`src/rtl/ysyx_22041412_ifu.sv`:
```
// Instruction fetch unit: fetch PC, credit-limited imem requests, in-order fetch queue.
// Optional zero-latency response bypass when YSYX_22041412_IFU_BYPASS_EN is defined.
module ysyx_22041412_ifu #(
  parameter logic [63:0] RESET_PC = 64'h0000_0000_8000_0000,
  parameter int          FQ_DEPTH = 2
) (
  input  logic        clk,
  input  logic        rst,
  input  logic        redirect_valid,
  input  logic [63:0] redirect_pc,
  output logic        imem_req_valid,
  input  logic        imem_req_ready,
  output logic [63:0] imem_req_addr,
  input  logic        imem_rsp_valid,
  input  logic [31:0] imem_rsp_data,
  output logic        out_valid,
  input  logic        out_ready,
  output logic [63:0] out_pc,
  output logic [31:0] out_inst
);

  // state | meaning
  // FETCH | normal fetch, responses pushed into the queue
  // DRAIN | discarding drop_cnt stale responses after a redirect
  typedef enum logic {FETCH, DRAIN} state_t;

  localparam int PW = $clog2(FQ_DEPTH);
  localparam int CW = PW + 1;
  localparam logic [CW:0] DEPTH_C = (CW+1)'(FQ_DEPTH);

  state_t        state;
  logic [63:0]   pc_q, rsp_pc;
  logic [CW-1:0] count, inflight, drop_cnt;
  logic [PW-1:0] rd_ptr, wr_ptr;
  logic [63:0]   fq_pc   [FQ_DEPTH];
  logic [31:0]   fq_inst [FQ_DEPTH];

  logic          rsp_ok, req_fire, q_valid, bypass, push, pop;
  logic [CW:0]   credit_used;
  logic [CW-1:0] drop_next;
  logic [63:0]   redir_pc_w;
  logic          unused_rpc;

  assign unused_rpc  = ^redirect_pc[1:0];
  assign redir_pc_w  = {redirect_pc[63:2], 2'b00};

  // A response with nothing in flight is a protocol error and is ignored.
  assign rsp_ok      = imem_rsp_valid && (inflight != '0);
  assign credit_used = {1'b0, inflight} + {1'b0, count};
  assign imem_req_valid = rst && (state == FETCH) && !redirect_valid && (credit_used < DEPTH_C);
  assign imem_req_addr  = pc_q;
  assign req_fire    = imem_req_valid && imem_req_ready;
  assign drop_next   = inflight - CW'(rsp_ok);

  assign q_valid = (count != '0);
`ifdef YSYX_22041412_IFU_BYPASS_EN
  assign bypass = !q_valid && (state == FETCH) && !redirect_valid && rsp_ok;
`else
  assign bypass = 1'b0;
`endif
  assign out_valid = q_valid || bypass;
  assign out_pc    = q_valid ? fq_pc[rd_ptr]   : (bypass ? rsp_pc        : 64'd0);
  assign out_inst  = q_valid ? fq_inst[rd_ptr] : (bypass ? imem_rsp_data : 32'd0);

  assign pop  = q_valid && out_ready;
  assign push = rsp_ok && (state == FETCH) && !(bypass && out_ready);

  always_ff @(posedge clk) begin
    if (push && !redirect_valid) begin
      fq_pc[wr_ptr]   <= rsp_pc;
      fq_inst[wr_ptr] <= imem_rsp_data;
    end
  end

  always_ff @(posedge clk or negedge rst) begin
    if (!rst) begin
      state    <= FETCH;
      pc_q     <= RESET_PC;
      rsp_pc   <= RESET_PC;
      count    <= '0;
      inflight <= '0;
      drop_cnt <= '0;
      rd_ptr   <= '0;
      wr_ptr   <= '0;
    end else if (redirect_valid) begin
      // No request can fire this cycle, so what remains in flight is stale.
      pc_q     <= redir_pc_w;
      rsp_pc   <= redir_pc_w;
      count    <= '0;
      rd_ptr   <= '0;
      wr_ptr   <= '0;
      inflight <= drop_next;
      drop_cnt <= drop_next;
      state    <= (drop_next != '0) ? DRAIN : FETCH;
    end else begin
      if (req_fire) pc_q <= pc_q + 64'd4;
      inflight <= inflight + CW'(req_fire) - CW'(rsp_ok);
      if (state == FETCH) begin
        if (rsp_ok) rsp_pc <= rsp_pc + 64'd4;
      end else if (rsp_ok) begin
        drop_cnt <= drop_cnt - CW'(1);
        if (drop_cnt == CW'(1)) state <= FETCH;
      end
      if (push) wr_ptr <= wr_ptr + PW'(1);
      if (pop)  rd_ptr <= rd_ptr + PW'(1);
      case ({push, pop})
        2'b10:   count <= count + CW'(1);
        2'b01:   count <= count - CW'(1);
        default: count <= count;
      endcase
    end
  end

endmodule
```
`config.mk`:
```
export PLATFORM = sky130hd
export DESIGN_NAME = ysyx_22041412_ifu
export DESIGN_NICKNAME = d
export VERILOG_FILES = /design/src/rtl/ysyx_22041412_ifu.sv
export SDC_FILE = /design/constraint.sdc
export NUM_CORES = 1
export LEC_CHECK = 0
export ABC_AREA = 1
export CAP_MARGIN = 20
export CORE_ASPECT_RATIO = 2
export CORE_MARGIN = 5
export CORE_UTILIZATION = 33
export CTS_CLUSTER_DIAMETER = 60
export CTS_CLUSTER_SIZE = 16
export DETAILED_ROUTE_END_ITERATION = 10
export GPL_ROUTABILITY_DRIVEN = 1
export PLACE_DENSITY_LB_ADDON = 0.2
export SYNTH_ARGS = -nofsm -noshare
export SYNTH_HDL_FRONTEND = slang
export SYNTH_SLANG_ARGS = --single-unit
```
`constraint.sdc`:
```
create_clock -name clk -period 7.3 [get_ports clk]
set_input_delay 1.46 -clock clk [delete_from_list [all_inputs] [get_ports clk]]
set_output_delay 1.46 -clock clk [all_outputs]
set_load 0.02 [all_outputs]
```
==> metrics.txt <==
status finished clean; Setup Buffers After CTS 0; Std-Cell Rows 115; Design Power 6000 uW; number of distinct library cells after synthesis 44; port bufs 257; Core Util, Final 41.5%; gp weighted congestion 0.978; first-pass GRT wire length 90300 um; Synth area leaders edfxtp_1 34%, dfrtp_1 20%, nand2_1 16%; RSZ-0062 raised after global routing false; Clock transition at path regs 0.07 ns; total die area 54700 um^2; number of synthesized register bits 321; gr usage total 21.5%; crit-path max FO 54; critical path capture point type output pin; Die W 168 um; Slew Limit Fails 0; Hold Fails Final Rpt 0; Max Cap Viol 0; crit path time final 5.20 ns; cell taking the most area after synthesis edfxtp_1; Crit Path Class reg2out; Max Clock Freq 192 MHz; drt via density 5.01; Area after DPL 19700 um^2; hold-fix buffers at CTS 0; clk root buf clkbuf_16; setup TNS 0 ns; Sink Count 321; initial core utilization 33.4%; drt wl/cell 21.0 um; Boundary Pins 264; Core ar. 49200 um^2; clk buf depth 3; CP Data Arrival Time 3.74 ns; Final Setup Violations 0; Die Y-Extent 326 um; Cell Area, Synth 16400 um^2; Post-Syn Instances 1966; vias in the first global route 14653; hold crit path type reg2reg; Synth Warn # 0; Finished Layout Cells 2860; skew final 0.0182 ns; PwrDens 294 nW/um^2; DR pass1 iterations 5; vias 14328; placed cell count 2814; Worst slew margin 35.0%; CTS tree built; Post-CTS Resized 0; total grt overflow 0; VDD IR-drop max 178 uV; Synth top cells by count 695 x nand2_1, 230 x nor2_1, 188 x edfxtp_1; LEAKAGE 0.00773 uW; most common cell in the synthesized netlist nand2_1; Finished Cell Area 20400 um^2; CP Launch Type flip-flop; final wirelength 60000 um; htree depth 1; ANT cells 0; post-route ant nets 0; fin crit share 71.2%; detailed router's first-iteration violation count 829; Tightest Pin Transition 0.975 ns; commonest register cell after synthesis edfxtp_1; layout cells sized above 1 4.19%; drc violations 0; register area share after synthesis 54.6%; Post-synth EDFFs 188; TritonCTS Buffers 25; initial antenna violation count 0; clock latency on the worst-skew pair 0.56 ns; average size of a mapped cell 8.36 um^2; CP Data Required Time 5.84 ns; Post-DP HPWL 45400 um; P&R area growth vs syn 24.2%; Synth top area share 34.3%; final net count 2308; largest net degree at the start of global routing 74; async set or reset register ratio after synthesis 41.4%
final cells by class:
type	instances	area (um^2)
Fill cell	5040	28800
Sequential cell	321	8980
Multi-Input combinational cell	1444	6690
Timing Repair Buffer	274	2720
Tap cell	643	805
Clock buffer	40	702
Inverter	133	499
Clock inverter	5	35.0
stage by stage:
stage	hold WS [ns]	worst slack [ns]
6_report	0.550	2.10
5_1_grt	0.566	1.80
4_1_cts	0.552	1.96
3_5_place_dp	0.531	2.55
3_3_place_gp	0.511	2.54
2_1_floorplan	0.479	0.706
layer usage:
| metal | global-route usage [%] | wire length (um) | vias up |
|---|---|---|---|
| met5 | 0 | 0 | - |
| met1 | 23.5 | 21600 | 6780 |
| li1 | - | - | 6931 |
| met3 | 2.75 | 2950 | 129 |
| met4 | 11.9 | 3810 | 0 |
| met2 | 39.5 | 31600 | 488 |
state kept, by name, summed over array words and instances, names as in the netlist:
name,cells
imem_req_addr,62
count,2
state,1
wr_ptr,1
drop_cnt,2
fq_inst,64
rsp_pc,62
fq_pc,124
rd_ptr,1
inflight,2
cells in the final DEF, fill, tap and decap left out, types with 2 or more instances in the layout:
master	netlist	layout
nor3_2	2	2
conb_1	1	4
nand2_1	695	695
ha_1	6	6
buf_4	5	16
a21oi_1	136	136
nor2_4	8	11
o21ai_0	42	42
dfrtp_1	131	130
clkbuf_16	0	25
clkbuf_1	45	13
o21bai_1	19	19
clkdlybuf4s50_1	0	255
o211ai_1	29	29
xor2_1	48	48
nor3_1	13	13
clkinv_2	0	2
clkbuf_8	0	2
and2_1	3	3
nand3b_1	2	2
o221ai_1	9	9
o21ai_1	3	3
inv_1	127	127
nor2_1	230	227
buf_12	0	2
xnor2_1	13	13
or2_2	2	2
nor2_2	9	9
a31oi_1	4	4
dfstp_2	2	2
nand4_1	29	29
nand2_2	7	7
edfxtp_1	188	188
nand3_1	121	121
inv_2	5	6
inv_6	0	2
final timing paths:
path | slack, ns | cells after the start | endpoint | start
max | 2.10 | 5 | out_pc[19] | rd_ptr
min | 0.55 | 0 | fq_pc[1][59] | rsp_pc[59]
max reg2reg | 4.03 | 12 | imem_req_addr[52] | count[0]
min reg2reg | 0.55 | 0 | fq_pc[1][59] | rsp_pc[59]
max in group asynchronous | 4.46 | 3 | wr_ptr | rst
min in group asynchronous | 0.81 | 1 | imem_req_addr[5] | rst
kinds of logic after synthesis:
logic type               Yosys count  share of synthesized area (%)
AND/OR/NAND/NOR                 1123                           28.0
flip-flops                       321                           54.6
AO/OA/AOI/OAI                    249                           8.68
buffers and inverters            204                           4.91
XOR/XNOR                          61                           3.25
adder cells (fa/ha/maj)            7                          0.578
other                              1                         0.0228
power by group:
part	total, uW	leakage (uW)	internal [uW]	switching (uW)
sequential	2520	0.00330	2190	322
clock	1330	0.000355	664	664
combinational	2150	0.00407	850	1300
worst max-delay path: stages (launching register included):
cell,delay (ns)
dfrtp_2,0.66
inv_2,0.71
buf_4,0.62
nand2_1,0.10
a21oi_1,0.32
clkdlybuf4s50_1,0.68
No activity file was read; power rests on OpenSTA's default activity.
